File: src/rtl/l0_pkg.sv
// Shared definitions for the L0 row buffer and its SRAM loader:
// default geometry, loader FSM encoding and skid buffer sizing.
package l0_pkg;

    localparam int DEF_ROW    = 8;
    localparam int DEF_BW     = 4;
    localparam int DEF_ADDR_W = 11;

    localparam int SKID_DEPTH = 2;
    localparam int SKID_PTR_W = $clog2(SKID_DEPTH);
    localparam int SKID_OCC_W = $clog2(SKID_DEPTH + 1);

    typedef enum logic [1:0] {
        ST_IDLE  = 2'd0,
        ST_RUN   = 2'd1,
        ST_DRAIN = 2'd2,
        ST_DONE  = 2'd3
    } state_t;

endpackage

File: src/rtl/l0_loader_if.sv
// Control, SRAM read port and L0 write port of the loader, bundled.
// master = loader side, slave = environment (controller, SRAM, l0).
interface l0_loader_if
    import l0_pkg::*;
#(
    parameter int row    = DEF_ROW,
    parameter int bw     = DEF_BW,
    parameter int addr_w = DEF_ADDR_W
);
    logic                  start;
    logic [addr_w-1:0]     base_addr;
    logic [addr_w:0]       len;
    logic                  busy;
    logic                  done;
    logic                  sram_cen;
    logic                  sram_wen;
    logic [addr_w-1:0]     sram_addr;
    logic [row*bw-1:0]     sram_q;
    logic                  l0_full;
    logic                  l0_wr;
    logic [row*bw-1:0]     l0_in;

    // l0 write handshake: l0_wr is only raised when l0_full is low, so every
    // l0_wr cycle is a completed transfer of l0_in; l0_full may change any cycle.
    modport master (
        input  start, base_addr, len, sram_q, l0_full,
        output busy, done, sram_cen, sram_wen, sram_addr, l0_wr, l0_in
    );

    modport slave (
        output start, base_addr, len, sram_q, l0_full,
        input  busy, done, sram_cen, sram_wen, sram_addr, l0_wr, l0_in
    );

endinterface

File: src/rtl/l0_skid_buf.sv
// Small in-order FIFO catching SRAM read data; the caller's credit logic
// guarantees it never overflows or underflows, so no checks live here.
module l0_skid_buf
    import l0_pkg::*;
#(
    parameter int W = DEF_ROW * DEF_BW
) (
    input  logic                  clk,
    input  logic                  reset,
    input  logic                  push,
    input  logic                  pop,
    input  logic [W-1:0]          din,
    output logic [W-1:0]          dout,
    output logic [SKID_OCC_W-1:0] occ
);

    logic [W-1:0]          mem_q [SKID_DEPTH];
    logic [SKID_PTR_W-1:0] wr_ptr_q, wr_ptr_d;
    logic [SKID_PTR_W-1:0] rd_ptr_q, rd_ptr_d;
    logic [SKID_OCC_W-1:0] occ_q, occ_d;

    function automatic logic [SKID_PTR_W-1:0] ptr_inc(input logic [SKID_PTR_W-1:0] p);
        return (p == SKID_PTR_W'(SKID_DEPTH - 1)) ? '0 : p + 1'b1;
    endfunction

    always_comb begin
        wr_ptr_d = push ? ptr_inc(wr_ptr_q) : wr_ptr_q;
        rd_ptr_d = pop  ? ptr_inc(rd_ptr_q) : rd_ptr_q;
        occ_d    = occ_q;
        case ({push, pop})
            2'b10:   occ_d = occ_q + 1'b1;
            2'b01:   occ_d = occ_q - 1'b1;
            default: occ_d = occ_q;
        endcase
    end

    always_ff @(posedge clk or negedge reset) begin
        if (!reset) begin
            for (int i = 0; i < SKID_DEPTH; i++) begin
                mem_q[i] <= '0;
            end
            wr_ptr_q <= '0;
            rd_ptr_q <= '0;
            occ_q    <= '0;
        end else begin
            if (push) begin
                mem_q[wr_ptr_q] <= din;
            end
            wr_ptr_q <= wr_ptr_d;
            rd_ptr_q <= rd_ptr_d;
            occ_q    <= occ_d;
        end
    end

    assign dout = mem_q[rd_ptr_q];
    assign occ  = occ_q;

endmodule

File: src/rtl/l0_loader.sv
// Streams len words from the activation SRAM into l0, hiding the 1-cycle
// SRAM read latency and l0 back-pressure behind a 2-entry skid buffer.
module l0_loader
    import l0_pkg::*;
#(
    parameter int row    = DEF_ROW,
    parameter int bw     = DEF_BW,
    parameter int addr_w = DEF_ADDR_W
) (
    input  logic        clk,
    input  logic        reset,
    l0_loader_if.master bus,
    output state_t      dbg_state_o
);

    localparam int W = row * bw;

    state_t                state_q, state_d;
    logic [addr_w-1:0]     addr_q, addr_d;
    logic [addr_w:0]       remaining_q, remaining_d;
    logic [addr_w:0]       to_write_q, to_write_d;
    logic                  inflight_q;
    logic [SKID_OCC_W-1:0] occ;
    logic [W-1:0]          head;
    logic [2:0]            credit;
    logic                  issue;
    logic                  pop;

    l0_skid_buf #(.W(W)) u_skid (
        .clk   (clk),
        .reset (reset),
        .push  (inflight_q),
        .pop   (pop),
        .din   (bus.sram_q),
        .dout  (head),
        .occ   (occ)
    );

    // State register
    always_ff @(posedge clk or negedge reset) begin
        if (!reset) begin
            state_q <= ST_IDLE;
        end else begin
            state_q <= state_d;
        end
    end

    // Next-state logic
    always_comb begin
        state_d = state_q;
        case (state_q)
            ST_IDLE: begin
                if (bus.start) begin
                    state_d = (bus.len == '0) ? ST_DONE : ST_RUN;
                end
            end
            ST_RUN: begin
                if (issue && (remaining_q == (addr_w+1)'(1))) begin
                    state_d = ST_DRAIN;
                end
            end
            ST_DRAIN: begin
                if (pop && (to_write_q == (addr_w+1)'(1))) begin
                    state_d = ST_DONE;
                end
            end
            ST_DONE: state_d = ST_IDLE;
            default: state_d = ST_IDLE;
        endcase
    end

    // Output logic; a read may issue only if its word is sure to find a
    // free skid slot once it lands, counting the pop happening this cycle.
    always_comb begin
        credit        = {{(3-SKID_OCC_W){1'b0}}, occ} + {2'b00, inflight_q};
        pop           = (occ != '0) && !bus.l0_full;
        issue         = (state_q == ST_RUN) && (remaining_q != '0)
                        && (credit <= 3'd1 + {2'b00, pop});
        bus.busy      = (state_q != ST_IDLE);
        bus.done      = (state_q == ST_DONE);
        bus.sram_cen  = !issue;
        bus.sram_wen  = 1'b1;
        bus.sram_addr = addr_q;
        bus.l0_wr     = pop;
        bus.l0_in     = head;
    end

    always_comb begin
        addr_d      = addr_q;
        remaining_d = remaining_q;
        to_write_d  = to_write_q;
        if ((state_q == ST_IDLE) && bus.start) begin
            addr_d      = bus.base_addr;
            remaining_d = bus.len;
            to_write_d  = bus.len;
        end
        if (issue) begin
            addr_d      = addr_q + 1'b1;
            remaining_d = remaining_q - 1'b1;
        end
        if (pop) begin
            to_write_d = to_write_q - 1'b1;
        end
    end

    always_ff @(posedge clk or negedge reset) begin
        if (!reset) begin
            addr_q      <= '0;
            remaining_q <= '0;
            to_write_q  <= '0;
            inflight_q  <= 1'b0;
        end else begin
            addr_q      <= addr_d;
            remaining_q <= remaining_d;
            to_write_q  <= to_write_d;
            inflight_q  <= issue;
        end
    end

    assign dbg_state_o = state_q;

endmodule

File: src/flat_wrapper.sv
// flat-port wrapper written by rule: the top's interface ports become plain ports
module l0_loader_flat import l0_pkg::*;
#(
    parameter int row    = DEF_ROW,
    parameter int bw     = DEF_BW,
    parameter int addr_w = DEF_ADDR_W
)
  (clk, reset, dbg_state_o, bus_start, bus_base_addr, bus_len, bus_sram_q, bus_l0_full, bus_busy, bus_done, bus_sram_cen, bus_sram_wen, bus_sram_addr, bus_l0_wr, bus_l0_in);
  l0_loader_if #(.row(row), .bw(bw), .addr_w(addr_w)) bus_i ();
  input  logic clk;
  input  logic reset;
  output state_t dbg_state_o;
  input wire logic [$bits(bus_i.start)-1:0] bus_start;
  input wire logic [$bits(bus_i.base_addr)-1:0] bus_base_addr;
  input wire logic [$bits(bus_i.len)-1:0] bus_len;
  input wire logic [$bits(bus_i.sram_q)-1:0] bus_sram_q;
  input wire logic [$bits(bus_i.l0_full)-1:0] bus_l0_full;
  output wire logic [$bits(bus_i.busy)-1:0] bus_busy;
  output wire logic [$bits(bus_i.done)-1:0] bus_done;
  output wire logic [$bits(bus_i.sram_cen)-1:0] bus_sram_cen;
  output wire logic [$bits(bus_i.sram_wen)-1:0] bus_sram_wen;
  output wire logic [$bits(bus_i.sram_addr)-1:0] bus_sram_addr;
  output wire logic [$bits(bus_i.l0_wr)-1:0] bus_l0_wr;
  output wire logic [$bits(bus_i.l0_in)-1:0] bus_l0_in;
  assign bus_i.start = bus_start;
  assign bus_i.base_addr = bus_base_addr;
  assign bus_i.len = bus_len;
  assign bus_i.sram_q = bus_sram_q;
  assign bus_i.l0_full = bus_l0_full;
  assign bus_busy = bus_i.busy;
  assign bus_done = bus_i.done;
  assign bus_sram_cen = bus_i.sram_cen;
  assign bus_sram_wen = bus_i.sram_wen;
  assign bus_sram_addr = bus_i.sram_addr;
  assign bus_l0_wr = bus_i.l0_wr;
  assign bus_l0_in = bus_i.l0_in;
  l0_loader #(.row(row), .bw(bw), .addr_w(addr_w)) u_core (.clk(clk), .reset(reset), .bus(bus_i), .dbg_state_o(dbg_state_o));
endmodule
File: config.mk
export PLATFORM = sky130hd
export DESIGN_NAME = l0_loader_flat
export DESIGN_NICKNAME = d
export VERILOG_FILES = /design/src/rtl/l0_pkg.sv /design/src/rtl/l0_loader_if.sv /design/src/rtl/l0_skid_buf.sv /design/src/rtl/l0_loader.sv /design/src/flat_wrapper.sv
export SDC_FILE = /design/constraint.sdc
export NUM_CORES = 1
export LEC_CHECK = 0
export ABC_AREA = 1
export BUFFER_PORTS_ARGS = -buffer_cell sky130_fd_sc_hd__buf_2
export CAP_MARGIN = 10
export CORE_ASPECT_RATIO = 0.7
export CORE_MARGIN = 5
export CORE_UTILIZATION = 60
export CTS_CLUSTER_DIAMETER = 50
export CTS_CLUSTER_SIZE = 40
export DETAILED_ROUTE_END_ITERATION = 7
export PLACE_DENSITY = 0.86
export SYNTH_ARGS = -nofsm -noshare
export SYNTH_HDL_FRONTEND = slang
export SYNTH_SLANG_ARGS = --single-unit
File: constraint.sdc
create_clock -name clk -period 4.95 [get_ports clk]
set_clock_uncertainty 0.1 [all_clocks]
set_input_delay 0 -clock clk [delete_from_list [all_inputs] [get_ports clk]]
set_output_delay 0 -clock clk [all_outputs]
set_load 0.01 [all_outputs]
### After elaboration in Yosys (flattened, before gate mapping)

Cells that the tools add are included.

* register bits: 106
* bits of input ports: 59
* output and inout port bits: 50
* word-level logic and storage cells: 72

* bitwise logic cells: 2
* equal/unequal tests: 10
* reductions and logical operators: 18
* multiplexer cells: 19
* add/sub/neg operators: 9
* order comparisons: 4

Operators by type and width (number)
* $mux 32: 4
* $bwmux 64: 1
* $mux 12: 3
* $demux 32 s1: 1
* $eq 12x1->1 const B: 2
* $sub 12x1->12 const B: 2
* $mux 11: 2
* $logic_not 12->1: 1
* $reduce_bool 12->1: 1
* $add 11x1->11 const B: 1
* $reduce_bool 2->1: 5
* $mux 2: 4
* $pmux 2 s4: 1
* $logic_and 1x1->1: 7
* $eq 2x2->1 const B: 3
* $eq 2x1->1 const B: 2
* $ge 2x2->1 const B: 2
* $ne 2x1->1 const B: 2
* $not 1->2: 2
* $pmux 2 s2: 1
* $add 2x1->3: 1
* $le 3x3->1: 1
* $reduce_and 3->1: 1
* $add 1x1->1 const B: 2
* 8 further kinds: 10

### Depth between registers and ports, before layout

* depth after elaboration: 8
* mapped depth: 16
* depth with buffers taken out: 13

### Modules after synthesis

From an unflattened synthesis, not the netlist that was laid out.

* cell total of the unflattened synthesis: 725
* area total of the unflattened synthesis: 5740.5 sq um

By module, submodules not included
* l0_skid_buf: cells each 362, instances 1, area each 3085.5 sq um, sequential area each 1701.6 sq um
* l0_loader: cells each 363, instances 1, area each 2655.0 sq um, sequential area each 950.9 sq um

### Worst setup path before layout

OpenSTA, ideal clock, no wires.

* path type: reg2reg
* start point: reg u_core.u_skid.occ_q[0] (netlist: u_core.u_skid.occ[0])
* end point: reg u_core.remaining_q[11]
* stages on the path, launching flop included: 12
* period minus slack after synthesis: 2472 ps
* arrival: 2249 ps
* path buffers: 2
* required time: 4727 ps
* slack: 2478 ps
* setup time: 123 ps
* cells stage by stage: dfrtp_1 -> inv_1 -> a21oi_2 -> buf_2 -> fa_1 -> nor2_1 -> nand2_1 -> a21oi_1 -> nand2_2 -> buf_4 -> o21ai_0 -> nand2_1

* cells in the longest elaborated chain, start to end: 6
* elaborated cells on any way between the ends: 8
* classes of those cells: 2 x add/sub; 1 x order compare; 1 x mux; 4 x reduce/logical

RTL lines
* start, declared: RTL line l0_skid_buf.sv:20 `logic [SKID_OCC_W-1:0] occ_q, occ_d;`
* start signal, assigned: RTL line l0_skid_buf.sv:44 `occ_q <= '0;`
* start signal, assigned: RTL line l0_skid_buf.sv:51 `occ_q <= occ_d;`
* $reduce_bool 2->1 *: RTL line l0_loader.sv:76 `pop = (occ != '0) && !bus.l0_full;`
* $logic_and 1x1->1 *: RTL line l0_loader.sv:76
* named net bus_l0_wr: RTL line flat_wrapper.sv:23 `output wire logic [$bits(bus_i.l0_wr)-1:0] bus_l0_wr;`
* $add 1x1->2 *: RTL line l0_loader.sv:78 `&& (credit <= 3'd1 + {2'b00, pop});`
* $le 3x3->1 *: RTL line l0_loader.sv:78
* $logic_and 1x1->1 *: RTL line l0_loader.sv:78
* $mux 12 / $reduce_bool 2->1 (equally long branches)
* end signal, assigned: RTL line l0_loader.sv:114 `remaining_q <= remaining_d;`
* end, declared: RTL line l0_loader.sv:20 `logic [addr_w:0] remaining_q, remaining_d;`

Mark *: on every way through the listed nets, which the timed path passes. The rest lies on a longest branch.
A chain may end at the register's enable or synchronous reset.

### Final worst setup path

* start point: reg u_core.u_skid.occ_q[1] (netlist: u_core.u_skid.occ[1])
* end point: out bus_sram_cen

* cells in the longest elaborated chain, start to end: 6
* elaborated cells on any way between the ends: 7
* classes of those cells: 2 x add/sub; 1 x order compare; 4 x reduce/logical

RTL lines
* $reduce_bool 2->1: RTL line l0_loader.sv:76
* $logic_and 1x1->1: RTL line l0_loader.sv:76
* $add 1x1->2: RTL line l0_loader.sv:78
* $le 3x3->1 *: RTL line l0_loader.sv:78
* $logic_and 1x1->1 *: RTL line l0_loader.sv:78
* $logic_not 1->1 *: RTL line l0_loader.sv:81 `bus.sram_cen = !issue;`
* end, declared: RTL line flat_wrapper.sv:20 `output wire logic [$bits(bus_i.sram_cen)-1:0] bus_sram_cen;`

Mark *: on every way between the ends. The rest lies on a longest branch, timed or not.

==> impl_metrics.json <==
{
  "status": "finished, final reports clean",
  "fill_cells": 680,
  "drv_cap": 0,
  "clkSlewWorstSetupHoldPaths_ns": 0.08,
  "port-buffer-count": 107,
  "rr_worst_depth": 11,
  "syn_inst": 737,
  "numCtsBuffers": 9,
  "p_leak_nw": 3.74,
  "hold_depth": 5,
  "final_nets": 956,
  "slowest_stage": "a21oi_2",
  "syn_nets": 810,
  "rrSetupSlack_ns": 1.75,
  "grt_pass1_vias": 5119,
  "reg2reg_to": "u_core.bus.sram_addr[7]",
  "path_common_cell": "inv_1",
  "setup_viol": 0,
  "hold_violations": 0,
  "hpwl_um": 9600,
  "cp-end-kind": "primary output",
  "yosysMostFrequentCell": "nand2_1",
  "yosysUniqueCellTypes": 37,
  "path_buf_inv": 3,
  "avgSynthCellArea_um2": 7.59,
  "grt_max_degree": 66,
  "die-height_um": 90.8,
  "num_vias": 5420,
  "cp_cell_sequence": "inv_1, a21oi_2, inv_1, ha_1, nand2_1, a21oi_1, nand2_2, buf_2",
  "place_congestion": 0.898,
  "viasPerCell": 5.35,
  "synth_top_area_cell": "dfrtp_1",
  "synth_edf_count": 0,
  "area_delta_synth_final_pct": 25.6,
  "num_io_pins": 109,
  "grt_pass1_wl_um": 23700,
  "period_share": 0.654,
  "p_per_area_nw_per_um2": 649,
  "cts-root-buf": "clkbuf_16",
  "timing.rr.start": "u_core.u_skid.occ[1]",
  "crit_type": "reg -> out",
  "fin_crit_ns": 3.24,
  "drt_iter0_drc": 570,
  "tightestPinTransition_ns": 1.07,
  "synth_seq_area_share": 0.474,
  "grt_overflow": 0,
  "cp.required_ns": 4.85,
  "wl_per_cell_um": 14.4,
  "synth_area_um2": 5600,
  "rows": 29,
  "drt-pass1-iter-count": 5,
  "fmax_mhz": 309,
  "drv_slew": 0,
  "synth_common_cells": "275 x nand2_1, 106 x dfrtp_1, 92 x o21ai_0",
  "synthArstFlopShare": 1.00,
  "coreArea_um2": 9070,
  "utilization": 0.775,
  "ant_nets": 0,
  "min-delay-path-class": "in -> reg",
  "synth.ff_latch_count": 106,
  "hp-start": "bus_len[10]",
  "path_delay_family": "compound AO/OA/AOI/OAI gates",
  "cts_sinks": 106,
  "cts_tree": "done",
  "rsz0062_at_grt": "no",
  "initial_core_util": 0.617,
  "drive_gt1_frac": 0.161,
  "yosys_warnings": 0,
  "fp.dieArea_um2": 11400,
  "slew_headroom": 0.287,
  "drc": 0,
  "crit_path_max_fanout": 21,
  "critical_path.max_stage_delay_ns": 0.60,
  "clock_path_buffers": 2,
  "die_w_um": 125,
  "clock_latency_ns": 0.34,
  "synth_flop_cell": "dfrtp_1",
  "ir_drop_uv": 443,
  "worstPathArrival_ns": 3.14,
  "ctsHtreeMaxLevel": 3,
  "routed_wl_um": 14600,
  "antenna_found_initial": 0,
  "synth_top_area_frac": 0.474,
  "worstSetupStartpointType": "flip-flop",
  "synth_area_leaders": "dfrtp_1 47%, nand2_1 18%, o21ai_0 8.2%",
  "hold_end": "u_core.remaining_q[10]",
  "track_usage": 0.253,
  "fin_setup_tns_ns": 0
}
cell type report:
class,instances,area (um^2),share of cell area
Sequential cell,106,2650,0.377
Multi-Input combinational cell,522,2500,0.356
Timing Repair Buffer,165,1110,0.158
Inverter,79,297,0.0422
Clock buffer,9,225,0.0321
Tap cell,124,155,0.0221
Clock inverter,7,76.3,0.0109
Antenna cell,1,2.50,0.000356
registers in the layout (all words and copies together), names as in the netlist:
name	cells
u_core.u_skid.mem_q	64
u_core.u_skid.wr_ptr_q	1
u_core.u_skid.occ	2
u_core.inflight_q	1
u_core.u_skid.rd_ptr_q	1
u_core.bus.sram_addr	11
u_core.to_write_q	12
u_core.remaining_q	12
u_core.dbg_state_o	2
tightest hold or removal path: cells and delay by family:
kind	cells	cell delay, ns
and+or+nand+nor	2	0.19
buffers and inverters	2	0.13
AOI/OAI and AO/OA	1	0.10
where the power goes:
group / internal (mW) / switching (mW)
Sequential: 1.31 / 0.333
Combinational: 0.814 / 1.38
Clock: 0.396 / 0.325
Total: 2.52 / 2.04
stage by stage:
step	std cells	total power [mW]	worst slack (ns)	hold slack, ns	area, um^2
floorplan	737	3.12	2.48	-0.396	5600
global placement	940	3.65	1.98	-0.0596	6160
detailed placement	940	3.77	1.78	-0.0473	6160
CTS	1012	4.55	1.72	0.00305	7020
global route	1012	4.94	1.45	0.0391	7020
finish	1013	4.56	1.71	0.0172	7030
routing by layer:
layer	wire (um)	part of all wire	global-route usage	up-vias
met5	0	0	0	-
met4	238	0.016	0.0659	0
met3	1210	0.083	0.0508	27
met2	7050	0.48	0.413	247
met1	6060	0.42	0.346	2546
li1	-	-	-	2600
cells in the final DEF (no fill, tap or decap), types with 2 or more instances in the layout:
cell type      synthesis  final
clkbuf_16              0      9
o211ai_1               4      4
a211oi_1               2      2
or2_2                  4      4
nand2_2                3      4
dlygate4sd3_1          0     56
buf_4                  3      3
buf_2                  4    106
nand3b_1               2      2
ha_1                  13     13
inv_2                  2      2
o21ai_0               92     92
o21ai_1                7      7
a21oi_1                8      8
nand4_1                3      3
nor2_8                 2      2
nor3_1                 4      4
inv_6                  0      2
dfrtp_1              106    106
clkinvlp_4             0      2
nor2_4                 2      2
xnor2_1                5      5
o221ai_1               2      2
xor2_1                13     13
nor2_1                40     40
nand3_1               29     29
inv_1                 77     77
nor2_2                 2      2
nand2_1              275    274
worst max path at each step:
stage,start,to,slack [ns],cells after the start
after floorplan,u_core.u_skid.occ[0],u_core.remaining_q[11],2.48,11
after global placement,u_core.u_skid.occ[1],u_core.remaining_q[5],1.98,11
after detailed placement,u_core.u_skid.occ[1],u_core.bus.sram_addr[7],1.78,11
after CTS,u_core.u_skid.occ[1],bus_sram_cen,1.72,8
after global routing,u_core.u_skid.occ[1],bus_sram_cen,1.45,8
final,u_core.u_skid.occ[1],bus_sram_cen,1.71,8
kinds of logic after synthesis:
logic type                 after synthesis  share of synthesized area
xor gates and xnor gates                18                     0.0282
adders and majority gates               14                     0.0326
muxes                                    1                    0.00201
other                                    1                   0.000670
and+or+nand+nor                        368                      0.270
buffers and inverters                  109                     0.0787
DFF                                    106                      0.474
AOI/OAI and AO/OA                      120                      0.113
what timing repair did:
item	CTS	global route
setup buffers	0	0
endpoints found under the setup margin	0	0
gates resized for setup	0	0
hold endpoints to repair	136	0
hold buffers	56	0
Note: power is estimated with default switching activity, not from simulation.
